### src/rtl/ondemand_responder.sv
// ondemand_responder: responder end of the byte channel, buffers requests and returns ~x in order; ONDEMAND_RSP_PARITY_EN adds rsp_parity
module ondemand_responder #(
  parameter int DEPTH = 4,
  parameter int WIDTH = 8
) (
  input  logic                     clk,
  input  logic                     rst,
  input  logic                     req_valid,
  output logic                     req_ready,
  input  logic [WIDTH-1:0]         req_data,
  output logic                     rsp_valid,
  input  logic                     rsp_ready,
  output logic [WIDTH-1:0]         rsp_data,
`ifdef ONDEMAND_RSP_PARITY_EN
  output logic                     rsp_parity,
`endif
  output logic [$clog2(DEPTH):0]   level,
  output logic                     overflow_err
);
  localparam int AW = $clog2(DEPTH);
`ifdef ONDEMAND_RSP_PARITY_EN
  localparam int EW = WIDTH + 1;
`else
  localparam int EW = WIDTH;
`endif
  localparam logic [AW:0] FULL = DEPTH[AW:0];
  logic [EW-1:0] mem_q [DEPTH];
  logic [AW-1:0] wr_ptr_q, wr_ptr_d, rd_ptr_q, rd_ptr_d;
  logic [AW:0] level_q, level_d;
  logic [7:0] stall_q, stall_d;
  logic req_ready_q, rsp_valid_q, ovf_q;
  logic push, pop, stall;
  logic [EW-1:0] entry;
`ifdef ONDEMAND_RSP_PARITY_EN
  assign entry = {^(~req_data), ~req_data};
  assign rsp_parity = mem_q[rd_ptr_q][WIDTH];
`else
  assign entry = ~req_data;
`endif
  assign req_ready = req_ready_q && !rst;
  assign rsp_valid = rsp_valid_q;
  assign rsp_data = mem_q[rd_ptr_q][WIDTH-1:0];
  assign level = level_q;
  assign overflow_err = ovf_q;
  // handshakes, pointer/level next state and the saturating stall count
  always_comb begin
    push = req_valid && req_ready;
    pop = rsp_valid_q && rsp_ready;
    stall = req_valid && !req_ready;
    wr_ptr_d = push ? wr_ptr_q + 1'b1 : wr_ptr_q;
    rd_ptr_d = pop ? rd_ptr_q + 1'b1 : rd_ptr_q;
    level_d = (push && !pop) ? level_q + 1'b1 : (pop && !push) ? level_q - 1'b1 : level_q;
    stall_d = !stall ? 8'd0 : (stall_q == 8'hFF) ? stall_q : stall_q + 8'd1;
  end
  // storage and registered flags; ready/valid come from next-state level so nothing is combinational req->rsp
  always_ff @(posedge clk) begin
    if (rst) begin
      for (int i = 0; i < DEPTH; i++) mem_q[i] <= '0;
      wr_ptr_q <= '0;
      rd_ptr_q <= '0;
      level_q <= '0;
      stall_q <= '0;
      req_ready_q <= 1'b1;
      rsp_valid_q <= 1'b0;
      ovf_q <= 1'b0;
    end else begin
      if (push) mem_q[wr_ptr_q] <= entry;
      wr_ptr_q <= wr_ptr_d;
      rd_ptr_q <= rd_ptr_d;
      level_q <= level_d;
      stall_q <= stall_d;
      req_ready_q <= level_d != FULL;
      rsp_valid_q <= level_d != '0;
      if (stall && stall_q == 8'hFF) ovf_q <= 1'b1;
    end
  end
endmodule

### config.mk
export PLATFORM = sky130hd
export DESIGN_NAME = ondemand_responder
export DESIGN_NICKNAME = d
export VERILOG_FILES = /design/src/rtl/ondemand_responder.sv
export SDC_FILE = /design/constraint.sdc
export NUM_CORES = 1
export LEC_CHECK = 0
export ABC_AREA = 1
export BUFFER_PORTS_ARGS = -buffer_cell sky130_fd_sc_hd__buf_2
export CORE_MARGIN = 4
export CORE_UTILIZATION = 37
export DETAILED_ROUTE_END_ITERATION = 7
export PLACE_DENSITY = 0.54
export SETUP_SLACK_MARGIN = 0.5
export SLEW_MARGIN = 30
export SYNTH_ARGS = -nofsm -noshare
export SYNTH_HDL_FRONTEND = slang
export SYNTH_SLANG_ARGS = --single-unit
### constraint.sdc
create_clock -name clk -period 1.5 [get_ports clk]
set_input_delay 0.15 -clock clk [delete_from_list [all_inputs] [get_ports clk]]
set_output_delay 0.15 -clock clk [all_outputs]
set_load 0.02 [all_outputs]
==> results of run 1 <==
## power by group
group	leakage [nW]	switching [mW]	internal (mW)
logic	0.842	0.760	0.603
clock network	0.0399	0.449	0.327
registers	0.500	0.125	1.67
total	1.38	1.33	2.59
## worst reg2reg max path, delay by kind of cell (launching register included)
kind	cells	cell delay (ns)
buf+inv	1	0.17
flops	1	0.38
simple gates	4	0.45
## kinds of logic (layout without fill, tap and decap cells)
logic type	count (synthesis)	count (layout)
and+or+nand+nor	109	109
AOI/OAI and AO/OA	40	40
adders and majority gates	3	3
buffers and inverters	26	86
DFF	52	52
xor gates and xnor gates	5	5
## flip-flops by register name, indices dropped and copies added, names as in the netlist, named ones only
register,count
mem_q,32
stall_q,8
level,3
rd_ptr_q,2
wr_ptr_q,2
overflow_err,1
req_ready_q,1
rsp_valid,1
## cell usage in the layout, fill, tap and decap left out, types with 2 or more instances in the layout
master                     count
sky130_fd_sc_hd__buf_2        16
sky130_fd_sc_hd__o21ai_1      10
sky130_fd_sc_hd__o22ai_2       8
sky130_fd_sc_hd__nand2_1      11
sky130_fd_sc_hd__inv_4         6
sky130_fd_sc_hd__nand3_2       2
sky130_fd_sc_hd__xor2_1        2
sky130_fd_sc_hd__clkbuf_1      2
sky130_fd_sc_hd__nand2_2      12
sky130_fd_sc_hd__nand2_4       8
sky130_fd_sc_hd__a21oi_1       2
sky130_fd_sc_hd__buf_4        17
sky130_fd_sc_hd__buf_6        20
sky130_fd_sc_hd__clkbuf_8      5
sky130_fd_sc_hd__edfxtp_1     32
sky130_fd_sc_hd__dfxtp_1       8
sky130_fd_sc_hd__or2_1         2
sky130_fd_sc_hd__nor2_1       26
sky130_fd_sc_hd__ha_4          2
sky130_fd_sc_hd__inv_2         9
sky130_fd_sc_hd__nand4_1       2
sky130_fd_sc_hd__nor2_4       24
sky130_fd_sc_hd__o21ai_2       5
sky130_fd_sc_hd__dfxtp_4       7
sky130_fd_sc_hd__nor2_2       10
sky130_fd_sc_hd__buf_12        3
sky130_fd_sc_hd__nand2_8       4
sky130_fd_sc_hd__inv_1         6
sky130_fd_sc_hd__a21oi_2       5
sky130_fd_sc_hd__o21ai_4       2
sky130_fd_sc_hd__nand3_4       3
sky130_fd_sc_hd__o21ai_0       6
sky130_fd_sc_hd__dfxtp_2       5
## cell type report
type | instances | area share, %
Clock inverter | 1 | 0.1077
Multi-Input combinational cell | 157 | 37.98
Sequential cell | 52 | 39.99
Clock buffer | 7 | 2.190
Timing Repair Buffer | 56 | 14.14
Inverter | 22 | 2.907
Tap cell | 75 | 2.692
## through the flow
step	total power, mW	cells	area, um^2	setup TNS (ns)
after global placement	2.712	339	2676	0
after floorplan	2.471	235	2442	0
after CTS	3.645	364	3075	0
after detailed placement	2.715	339	2676	0
after global routing	4.166	370	3486	-0.03764
final	3.929	370	3486	0
## repair_timing
item	CTS	global route
buffers inserted	16	6
pin swaps	20	27
setup endpoints to repair	82	95
gates resized for setup	61	103
gates cloned	1	0
## worst max path at each step
stage,start,end,slack [ns],cells after the start
after floorplan,req_ready_q,mem_q[2][0],0.29,5
after global placement,rst,mem_q[3][3],0.24,6
after detailed placement,rst,mem_q[0][1],0.20,7
after CTS,flip-flop,rsp_data[2],0.04,4
after global routing,flip-flop,rsp_data[6],-0.01,4
final,flip-flop,rsp_data[2],0.06,4
## routing by layer
layer | track usage, % | up-vias
li1 | - | 901
met1 | 18.69 | 854
met2 | 24.76 | 33
met3 | 3.897 | 7
met4 | 2.975 | 0
met5 | 0 | -
==> results.md, run 1 <==
- The number of warnings issued by yosys is 0.
- After synthesis, the largest family of logic cells by area is simple AND/OR/NAND/NOR gates.
- The endpoint identified for the worst register-to-register timing path is mem_q[2][5].
- The synthesized design contains 32 enable-type register cells.
- The final max-slew violation count is 0.
- On the critical path, the stage with the largest delay is an instance of sky130_fd_sc_hd__dfxtp_4.
- The delay of the slowest cell on the worst path is 0.40 ns.
- The signal on the critical path passes through clkinvlp_4, o21ai_1, o22ai_2, buf_2.
- The tree is rooted in a sky130_fd_sc_hd__clkbuf_8.
- The synthesized netlist devotes 1.638% of its cell area to adder and majority cells.
- The biggest area contributor in the post-synthesis netlist is sky130_fd_sc_hd__edfxtp_1.
- The share of synthesized area spent on multiplexers is 0%.
- The maximum fanout encountered on the critical timing path is 8.
- The repair_antennas step left the layout with diodes totalling 0.
- The sequential standard cell area is 1394 um^2.
- The synthesized netlist devotes 9.339% of its cell area to compound gates.
- In this run the vertical extent of the chip is 86.69 um.
- Yosys mapped the design onto 29 distinct sky130hd cell types.
- The number of placement rows is 28.
- The setup slack after layout is 0.06084 ns.
- In the synthesized netlist, the cells that appear most often are sky130_fd_sc_hd__nor2_1, sky130_fd_sc_hd__edfxtp_1, sky130_fd_sc_hd__nand2_1.
- The first global-routing pass estimated 8.404 mm of wire.
- From synthesis to final layout, the design area changed by 52.16%.
- The kind of path behind the tightest hold check is in2reg.
- In this run the count of I/O pins placed on the die edge is 26.
- The initial antenna violation count is 0.
- Synthesis produced a netlist with a net count of 250.
- The cell count of the worst hold path is 2.
- Dividing the detail-routed wire length by the instance count gives 14.93 um.
- The DRC violation count after routing is 0.
- The number of buffers and inverters on the critical path is 2.
- The routed wire length is 5.523 mm.
- The worst setup path is captured at an output pin.
- The placeable core region is 5956 um^2.
- In this run the static leakage power is 1.381 nW.
- The critical path launch point type is a flip-flop.
- The total number of nets in the final design is 309.
- The average cell area after synthesis is 9.749 um^2.
- The critical path is of the reg2out type.
- The terminating pin of the worst hold path is level[1].
- By area the synthesized netlist is led by sky130_fd_sc_hd__edfxtp_1, sky130_fd_sc_hd__dfxtp_1, sky130_fd_sc_hd__nor2_1.
- After technology mapping, the gate count stands at 235.
- On the critical path the largest part of the delay comes from flip-flops.
- For this run the aggregate overflow at the end of global routing stands at 0.
- Counting the buffers created by CTS gives 5.
- For the worst setup path, the data arrival time is 1.29 ns.
- The filler cells instantiated in the layout total 525.
- The transition time at the pin with the least slew margin is 0.2774 ns.
- Across every metal layer, demand over resource in global routing totals 14.57%.
- The critical path required time is 1.35 ns.
- The time the final worst path needs with I/O delays and setup is 1.439 ns.
- In the detailed route, the total length drawn on met3 is 179 um.
- The startpoint of the most critical hold path is rst.
- The number of nets with antenna violations after routing is 0.
- Routability-driven placement finished with a final weighted congestion of 0.7469.
- The maximum number of pins on one net before global-route repair is 17.
- The most numerous cell in the Yosys netlist is sky130_fd_sc_hd__nor2_1.
- The final route contains 1,795 vias.
- After detailed routing, the met2 layer carries 2.879 mm of wire.
- Setup repair after global routing could not meet its margin everywhere.
- The clock insertion delay at the later pin of the skew report is 0.30 ns.
- In this run, post-CTS hold repair placed 0 buffers.
- The first detailed-routing pass took 4 iterations.
- The half-perimeter wire length after detailed placement is 3.294 mm.
- The count of final hold-check violations was 0.
- The detailed router finished its first iteration with 108 violations.
- Derived from the worst setup path, the maximum achievable clock frequency is 694.9 MHz.
- The number of maximum-capacitance constraint violations is 0.
- The via count of the first global-routing pass came to 1,746.
- The horizontal die dimension is 86.69 um.
- The worst path uses 95.94% of the clock period.
- The source of the worst register-to-register timing path is req_ready_q.
- The flow ran to the end, and the final reports show no timing, DRC or antenna violations.
- The count of final setup violators is 0.
- The worst ir drop on vdd is 0.6872 mV.
- The highest routed metal layer is met4.
- The worst setup slack for register-to-register paths is 0.22 ns.
- The routed metal-1 wire length is 2.405 mm.
- The initial standard-cell utilization of the core is 38.47%.
- The TritonCTS clock tree is built.
- The clock sink count is 52.
- The area of the die is 7514 um^2.
- The cell area that synthesis handed to floorplanning was 2291 um^2.
- Counting flops and latches in the post-synthesis netlist gives 52.
- Counting along the longest clock path gives a buffer depth of 2.
- After clock tree synthesis, the clock-pin slew on the worst setup and hold paths is 0.09 ns.
- The simple-gate area share of the yosys netlist is 22.67%.
- Of the total synthesized cell area, the portion taken by XOR and XNOR cells is 1.912%.
- CTS built an H-tree with a depth of 2.
- The cell depth of the worst flop-to-flop path is 5.
- The register area share after synthesis is 59.42%.
- For this run, asynchronously set or reset flops after synthesis account for 0%.
- Before CTS, the worst setup slack after placement is 0.2031 ns.
- The area occupied by multi-input gates is 1324 um^2.
- For the final database, setup skew stands at 0.005729 ns.
- The via count normalized by instance count is 4.851.
- The most frequently used flop master after synthesis is sky130_fd_sc_hd__edfxtp_1.
- The final design utilization is 58.53%.
- For this design the ratio of total power to cell area is 1127 nW/um^2.
- In the final layout, the share of cells above drive strength 1 is 61.36%.
- Of the post-synthesis cell area, the dominant cell type holds 41.94%.
- The final hold slack is 0.07802 ns.
- The headroom to the max-slew limit is 81.48%.
- The count of buffers added on input and output ports is 25.
Power figures use the tool's default switching activity.
==> run 2, diff against run 1 <==
--- a/config.mk
+++ b/config.mk
@@ -5,7 +5,7 @@
 export SDC_FILE = /design/constraint.sdc
 export NUM_CORES = 1
 export LEC_CHECK = 0
-export ABC_AREA = 1
+export ABC_AREA = 0
 export BUFFER_PORTS_ARGS = -buffer_cell sky130_fd_sc_hd__buf_2
 export CORE_MARGIN = 4
 export CORE_UTILIZATION = 37
==> results.md, run 2 <==
- The run finished, with violations left.
- The final reports fail on setup timing.
- TritonCTS built the clock tree.
- The number of flops mapped to enable cells by yosys was 32 (unchanged).
- The initial standard-cell utilization of the core is 38.00% (-0.47 points).
- The initial antenna violation count is 0 (unchanged).
- The headroom to the max-slew limit came to 84.78% (+3.3 points).
- The worst ir drop on vdd came to 0.5827 mV (-15%).
- The critical path required time is 1.35 ns (about the same).
- The placeable core region is 5921 um^2 (-0.59%).
- The final design utilization came to 59.34% (+0.81 points).
- The routed wire length was 5.135 mm (-7.0%).
- The fraction of power spent switching nets is 28.61% (-5.3 points).
- The share of the synthesized area in the top cell type came to 42.71% (+0.77 points).
- Compared with the post-synthesis result, the final layout area differs by 56.17%.
- The routed wire length per instance came to 16.00 um (+7.2%).
- The number of distinct standard cells referenced by the synthesized netlist is 39 (+34%).
- Setup repair after global routing could not meet its margin everywhere.
- The worst setup path is captured at an output pin.
- The count of final hold-check violations is 0 (unchanged).
- The half-perimeter wire length after detailed placement is 2.980 mm (-9.5%).
- The number of antenna cells inserted is 0 (unchanged).
- The power density over cell area is 1072 nW/um^2 (-4.9%).
- STA classifies the critical path startpoint as a flip-flop.
- The pre-CTS setup slack came to -0.008280 ns (-0.2114 ns).
- On the critical path, the stage with the largest delay is an instance of sky130_fd_sc_hd__mux4_2.
- The most common cell in the synthesized netlist is sky130_fd_sc_hd__nor2_1.
- Sorting the synthesized cells by area gives the leading types as sky130_fd_sc_hd__edfxtp_1, sky130_fd_sc_hd__dfxtp_1, sky130_fd_sc_hd__nor2_1.
- The post-synthesis cell count is 188 (-20%).
- The clock-pin slew reported for the worst setup and hold paths after clock tree synthesis was 0.09 ns (about the same).
- The number of port buffers is 25 (unchanged).
- The delay of the slowest cell on the worst path is 0.55 ns (+0.15 ns).
- The fraction of synthesis flops using an asynchronous set or reset pin is 0% (unchanged).
- The flip-flop and latch count after synthesis was 52 (unchanged).
- The register area share after synthesis is 60.51% (+1.1 points).
- The number of flip-flops under the largest register name is 32 (unchanged).
- The final hold slack was 0.1139 ns (+0.03583 ns).
- The maximum number of pins on one net before global-route repair came to 18 (+1).
- The area occupied by multi-input gates is 1314 um^2 (-0.76%).
- The total number of H-tree levels is 2 (unchanged).
- The overall via count from detail_route is 1,627 (-9.4%).
- The worst-case clock buffer depth came to 2 (unchanged).
- The average cell area after synthesis came to 11.97 um^2 (+23%).
- The global-route congestion overflow total is 0 (unchanged).
- The via count of the first global-routing pass is 1,643 (-5.9%).
- The path type of the worst setup path is reg2out.
- The cell area after synthesis was 2250 um^2 (-1.8%).
- The final max-slew violation count is 0 (unchanged).
- The all-layer global routing usage is 14.75% (+0.19 points).
- The first-iteration detailed-routing DRC count is 48 (-56%).
- The number of buffers and inverters on the critical path is 1 (-1).
- The total number of nets in the final design was 260 (-16%).
- The number of warnings issued by yosys was 0 (unchanged).
- Traced cell by cell, the critical path runs through mux4_2, buf_6.
- The sequential standard cell area is 1400 um^2 (+0.45%).
- The setup slack after layout was -0.1176 ns (-0.1785 ns).
- The total I/O pin count was 26 (unchanged).
- The final critical-path share of the clock period is 107.8% (+12 points).
- The share of cells above drive strength 1 came to 67.07% (+5.7 points).
- The number of nets with antenna violations after routing was 0 (unchanged).
- The global-route wire length before repair is 8.266 mm (-1.6%).
- By count the netlist is led by sky130_fd_sc_hd__nor2_1, sky130_fd_sc_hd__edfxtp_1, sky130_fd_sc_hd__dfxtp_1.
- Leaving out fill and tap cells, the most frequent cell in the layout is sky130_fd_sc_hd__edfxtp_1.
- In this run the clock root is driven by a sky130_fd_sc_hd__clkbuf_8.
- The reported leakage power came to 1.269 nW (-8.1%).
- The clock sink count was 52 (unchanged).
- The count of final setup violators is 8 (+8).
- The maximum clock skew at final layout was 0.009142 ns (+0.003413 ns).
- The time the final worst path needs with I/O delays and setup is 1.618 ns (+0.1785 ns).
- The synthesized design spends more area on one cell type than any other, namely sky130_fd_sc_hd__edfxtp_1.
- The transition time at the pin with the least slew margin was 0.2273 ns (-0.05013 ns).
- The internal power consumption is 2.689 mW (+3.6%).
- The first-pass detailed-route iteration total is 3 (-1).
- The number of fillers in the final layout is 485 (-7.6%).
- The kind of path behind the tightest hold check is in2reg.
- The part of the power in combinational logic is 27.0% (-7.7 points).
- The via count normalized by instance count came to 5.069 (+4.5%).
- The height of the die is 85.98 um (-0.82%).
- The clock network power share is 26.3% (+6.6 points).
- The total net switching power is 1.078 mW (-19%).
- The horizontal die dimension is 85.98 um (-0.82%).
- The sequential fraction of design power is 46.7% (+1.1 points).
- The post-synthesis net count is 203 (-19%).
- In the layout the commonest cells are sky130_fd_sc_hd__edfxtp_1, sky130_fd_sc_hd__buf_6, sky130_fd_sc_hd__nor2_4.
- The total CTS buffers is 5 (unchanged).
- The weighted congestion reported at the end of routability-driven placement is 0.8002 (+7.1%).
- The DRC violation count after routing came to 0 (unchanged).
- The number of placement rows came to 28 (unchanged).
- The arrival time of the worst setup path was 1.47 ns (+0.18 ns).
- The cell class contributing the biggest share of worst-path delay is multiplexers.
- The maximum clock frequency was 618.2 MHz (-11%).
- The clock insertion delay at the later pin of the skew report is 0.31 ns (about the same).
- The most frequently used flop master after synthesis is sky130_fd_sc_hd__edfxtp_1.
- The area of the die is 7392 um^2 (-1.6%).
- The register name with the most flops is mem_q.
- The number of maximum-capacitance constraint violations is 0 (unchanged).
- The maximum fanout encountered on the critical timing path was 8 (unchanged).
run 2: kinds of logic (layout without fill, tap and decap cells):
group	Yosys count	in the layout	synth area share [%]
compound gates	12	12	4.005
xor+xnor	8	8	3.114
fa+ha+maj	3	3	1.669
buf+inv	13	71	3.003
flops	52	52	60.51
mux	10	10	9.121
simple gates	90	90	18.58
run 2: power by group through the flow:
stage | logic, mW | registers (mW) | clock network, mW
final | 1.02 | 1.76 | 0.992
after floorplan | 0.467 | 1.77 | 0
after detailed placement | 0.621 | 1.78 | 0
after global placement | 0.617 | 1.78 | 0
after global routing | 1.08 | 1.78 | 1.08
after CTS | 0.878 | 1.75 | 1.02
run 2: worst reg2reg max path: stages (launching register included):
cell and delay (ns):
sky130_fd_sc_hd__dfxtp_4 0.40, sky130_fd_sc_hd__inv_4 0.04, sky130_fd_sc_hd__ha_4 0.23, sky130_fd_sc_hd__or4_1 0.49, sky130_fd_sc_hd__o211ai_1 0.13, sky130_fd_sc_hd__o21bai_1 0.09
run 2: cell type report:
type                            instances  area share, %
Sequential cell                        52          39.85
Multi-Input combinational cell        123          37.39
Timing Repair Buffer                   59          16.10
Tap cell                               75          2.671
Clock buffer                            5          1.959
Clock inverter                          3          1.318
Inverter                                4         0.7123
run 2: worst paths after layout:
kind	start	endpoint	slack, ns	cells past startpoint
min reg2reg	overflow_err	overflow_err	0.50	2
max	flip-flop	rsp_data[2]	-0.12	2
max reg2reg	level[1]	rsp_valid	0.01	5
min	rst	overflow_err	0.11	2
run 2: stage by stage:
stage / power, mW / setup TNS, ns / std cells / area (um^2)
after global routing: 3.947 / -1.302 / 321 / 3513
final: 3.767 / -0.7669 / 321 / 3513
after floorplan: 2.237 / 0 / 188 / 2365
after detailed placement: 2.401 / -0.008280 / 289 / 2574
after global placement: 2.395 / 0 / 289 / 2574
after CTS: 3.654 / -1.013 / 316 / 3184
run 2: metal layers:
layer | vias to the layer above | wire (um) | GRT usage, %
li1 | 792 | - | -
met5 | - | 0 | 0
met4 | 0 | 96 | 5.180
met3 | 11 | 191 | 3.362
met2 | 32 | 2660 | 25.30
met1 | 792 | 2187 | 18.17
run 2: what timing repair did:
item	CTS	global route
setup buffers	19	5
pin swaps	33	18
setup endpoints to repair	81	96
resized for setup	94	75
hold endpoints to repair	0	0
hold buffers	0	0
cloned	0	0
==> run 3, diff against run 2 <==
--- a/config.mk
+++ b/config.mk
@@ -12,6 +12,7 @@
 export DETAILED_ROUTE_END_ITERATION = 7
 export PLACE_DENSITY = 0.54
 export SETUP_SLACK_MARGIN = 0.5
+export SKIP_LAST_GASP = 1
 export SLEW_MARGIN = 30
 export SYNTH_ARGS = -nofsm -noshare
 export SYNTH_HDL_FRONTEND = slang
==> results.md, run 3 (synthesis results as in run 2) <==
- The total I/O pin count is 26 (unchanged).
- The number of port buffers is 25 (unchanged).
- The reported leakage power is 1.258 nW (-0.85%).
- The number of maximum-capacitance constraint violations is 0 (unchanged).
- Setup repair after global routing could not meet its margin everywhere.
- The total power came to 3.708 mW (-1.6%).
- The number of placement rows is 28 (unchanged).
- The transition time at the pin with the least slew margin is 0.2391 ns (+0.01186 ns).
- The commonest non-fill, non-tap cell in the layout is sky130_fd_sc_hd__edfxtp_1.
- The final max-slew violation count is 0 (unchanged).
- The time the final worst path needs with I/O delays and setup is 1.618 ns (+0.0002070 ns).
- The number of flip-flops under the largest register name is 32 (unchanged).
- The number of antenna cells inserted is 0 (unchanged).
- The maximum number of pins on one net before global-route repair is 18 (unchanged).
- The root cell of the clock tree is sky130_fd_sc_hd__clkbuf_8.
- The total net switching power is 1.049 mW (-2.7%).
- The headroom to the max-slew limit is 83.99% (-0.79 points).
- The number of nets with antenna violations after routing is 0 (unchanged).
- The maximum clock frequency was 618.1 MHz (about the same).
- The total number of nets in the final design is 260 (unchanged).
- The share of cells above drive strength 1 came to 62.60% (-4.5 points).
- The critical path launch point type is a flip-flop.
- The path with the worst hold slack has its endpoint at overflow_err.
- The setup slack after layout is -0.1178 ns (-0.0002070 ns).
- The part of the power in combinational logic was 25.7% (-1.3 points).
- The number of placed instances, taps included is 289 (unchanged).
- The all-layer global routing usage is 14.63% (-0.12 points).
- The overall via count from detail_route was 1,616 (-0.68%).
- The first-iteration detailed-routing DRC count came to 29 (-40%).
- The maximum fanout encountered on the critical timing path is 8 (unchanged).
- The cell count of the worst hold path is 2 (unchanged).
- The height of the die is 85.98 um (unchanged).
- The clock network power share is 26.9% (+0.6 points).
- The area of the die came to 7392 um^2 (unchanged).
- The cell depth of the worst flop-to-flop path was 5 (unchanged).
- The clock insertion delay at the later pin of the skew report is 0.31 ns (about the same).
- The power density over cell area is 1083 nW/um^2 (+0.98%).
- The clock-pin slew reported for the worst setup and hold paths after clock tree synthesis was 0.09 ns (about the same).
- The kind of path behind the tightest hold check is in2reg.
- The pre-CTS setup slack is -0.008280 ns (unchanged).
- The routed wire length came to 5.039 mm (-1.9%).
- The worst setup slack for register-to-register paths came to 0.01 ns (about the same).
- The filler-free cell count of the finished design is 321 (unchanged).
- The worst ir drop on vdd is 0.5256 mV (-9.8%).
- The half-perimeter wire length after detailed placement is 2.980 mm (unchanged).
- The global-route congestion overflow total is 0 (unchanged).
- The destination of the worst register-to-register timing path is rsp_valid.
- The arrival time of the worst setup path is 1.47 ns (about the same).
- The via count of the first global-routing pass is 1,648 (+0.30%).
- The initial antenna violation count is 0 (unchanged).
- The flow ran to the end, but the final reports show violations.
- The final reports fail on setup timing.
- The total number of H-tree levels is 2 (unchanged).
- The worst setup path is captured at an output pin.
- The internal power consumption is 2.659 mW (-1.1%).
- The final critical-path share of the clock period is 107.9% (about the same).
- The DRC violation count after routing was 0 (unchanged).
- The count of final hold-check violations came to 0 (unchanged).
- The via count normalized by instance count is 5.034 (-0.68%).
- The fraction of power spent switching nets was 28.29% (-0.32 points).
- More flip-flops sit in one register than any other, and that register is mem_q.
- TritonCTS built the clock tree.
- The path type of the worst setup path is reg2out.
- The worst-case clock buffer depth is 2 (unchanged).
- The horizontal die dimension is 85.98 um (unchanged).
- The area added between synthesis and finish is 52.22%.
- The routed wire length per instance is 15.70 um (-1.9%).
- The maximum clock skew at final layout is 0.006739 ns (-0.002403 ns).
- The weighted congestion reported at the end of routability-driven placement is 0.8002 (unchanged).
- The global-route wire length before repair is 8.190 mm (-0.92%).
- The worst register-to-register path begins at level[1].
- The library cells used most frequently in the layout, excluding fill and tap cells, are sky130_fd_sc_hd__edfxtp_1, sky130_fd_sc_hd__nor2_4, sky130_fd_sc_hd__buf_6.
- The clock sink count came to 52 (unchanged).
- The placeable core region is 5921 um^2 (unchanged).
- The sequential fraction of design power is 47.4% (+0.7 points).
- The worst hold path begins at rst.
- The total CTS buffers is 5 (unchanged).
- The initial standard-cell utilization of the core is 38.00% (unchanged).
- The first-pass detailed-route iteration total is 4 (+1).
- The critical path required time is 1.35 ns (about the same).
- The count of final setup violators came to 8 (unchanged).
==> run 3: power groups by stage <==
stage	Combinational (mW)	Clock (mW)	Sequential [mW]
floorplan	0.467	0	1.77
finish	0.955	0.997	1.76
global placement	0.617	0	1.78
detailed placement	0.621	0	1.78
CTS	0.835	1.02	1.75
global route	1.02	1.08	1.78
==> run 3: stage by stage <==
stage	setup TNS (ns)	util (%)	cell area [um^2]	hold WS [ns]
global route	-1.293	57.84	3425	0.1314
floorplan	0	-	2365	0.3208
global placement	0	43.47	2574	0.4038
detailed placement	-0.008280	43.47	2574	0.4214
finish	-0.7639	57.84	3425	0.1109
CTS	-1.013	52.43	3104	0.08562
==> run 3: what timing repair did <==
item | in CTS | in global routing
pin swaps | 22 | 10
endpoints found under the setup margin | 81 | 95
setup buffers | 19 | 5
hold buffers | 0 | 0
gates resized for setup | 71 | 77
==> run 3: final cells by class <==
cell class / count / area, um^2
fill: 488 / 2496
sequential: 52 / 1398
multi-input combinational: 123 / 1244
timing repair buffer: 59 / 554.3
tap: 75 / 93.84
clock buffer: 5 / 68.82
clock inverter: 3 / 46.29
inverter: 4 / 20.02
==> run 3: how the worst max path moves through the flow <==
stage                     startpoint           to  slack (ns)  cells past startpoint
after detailed placement    level[1]    rsp_valid      -0.008                      5
after global placement      level[1]    rsp_valid        0.04                      5
after global routing       flip-flop  rsp_data[2]       -0.18                      2
after CTS                  flip-flop  rsp_data[3]       -0.14                      2
after floorplan             level[1]    rsp_valid        0.02                      5
final                      flip-flop  rsp_data[2]       -0.12                      2
==> run 3: per-layer routing <==
| layer | share of wire (%) | track usage [%] | wire length [um] | vias up |
|---|---|---|---|---|
| li1 | - | - | - | 789 |
| met5 | 0 | 0 | 0 | - |
| met3 | 3.9 | 3.362 | 195 | 11 |
| met4 | 2.2 | 5.899 | 111 | 0 |
| met2 | 50 | 24.53 | 2525 | 32 |
| met1 | 44 | 18.17 | 2207 | 784 |
==> run 3: worst max-delay path, stage by stage (launching register included) <==
cell,delay (ns)
sky130_fd_sc_hd__dfxtp_4,0.46
sky130_fd_sc_hd__mux4_2,0.55
sky130_fd_sc_hd__buf_6,0.15
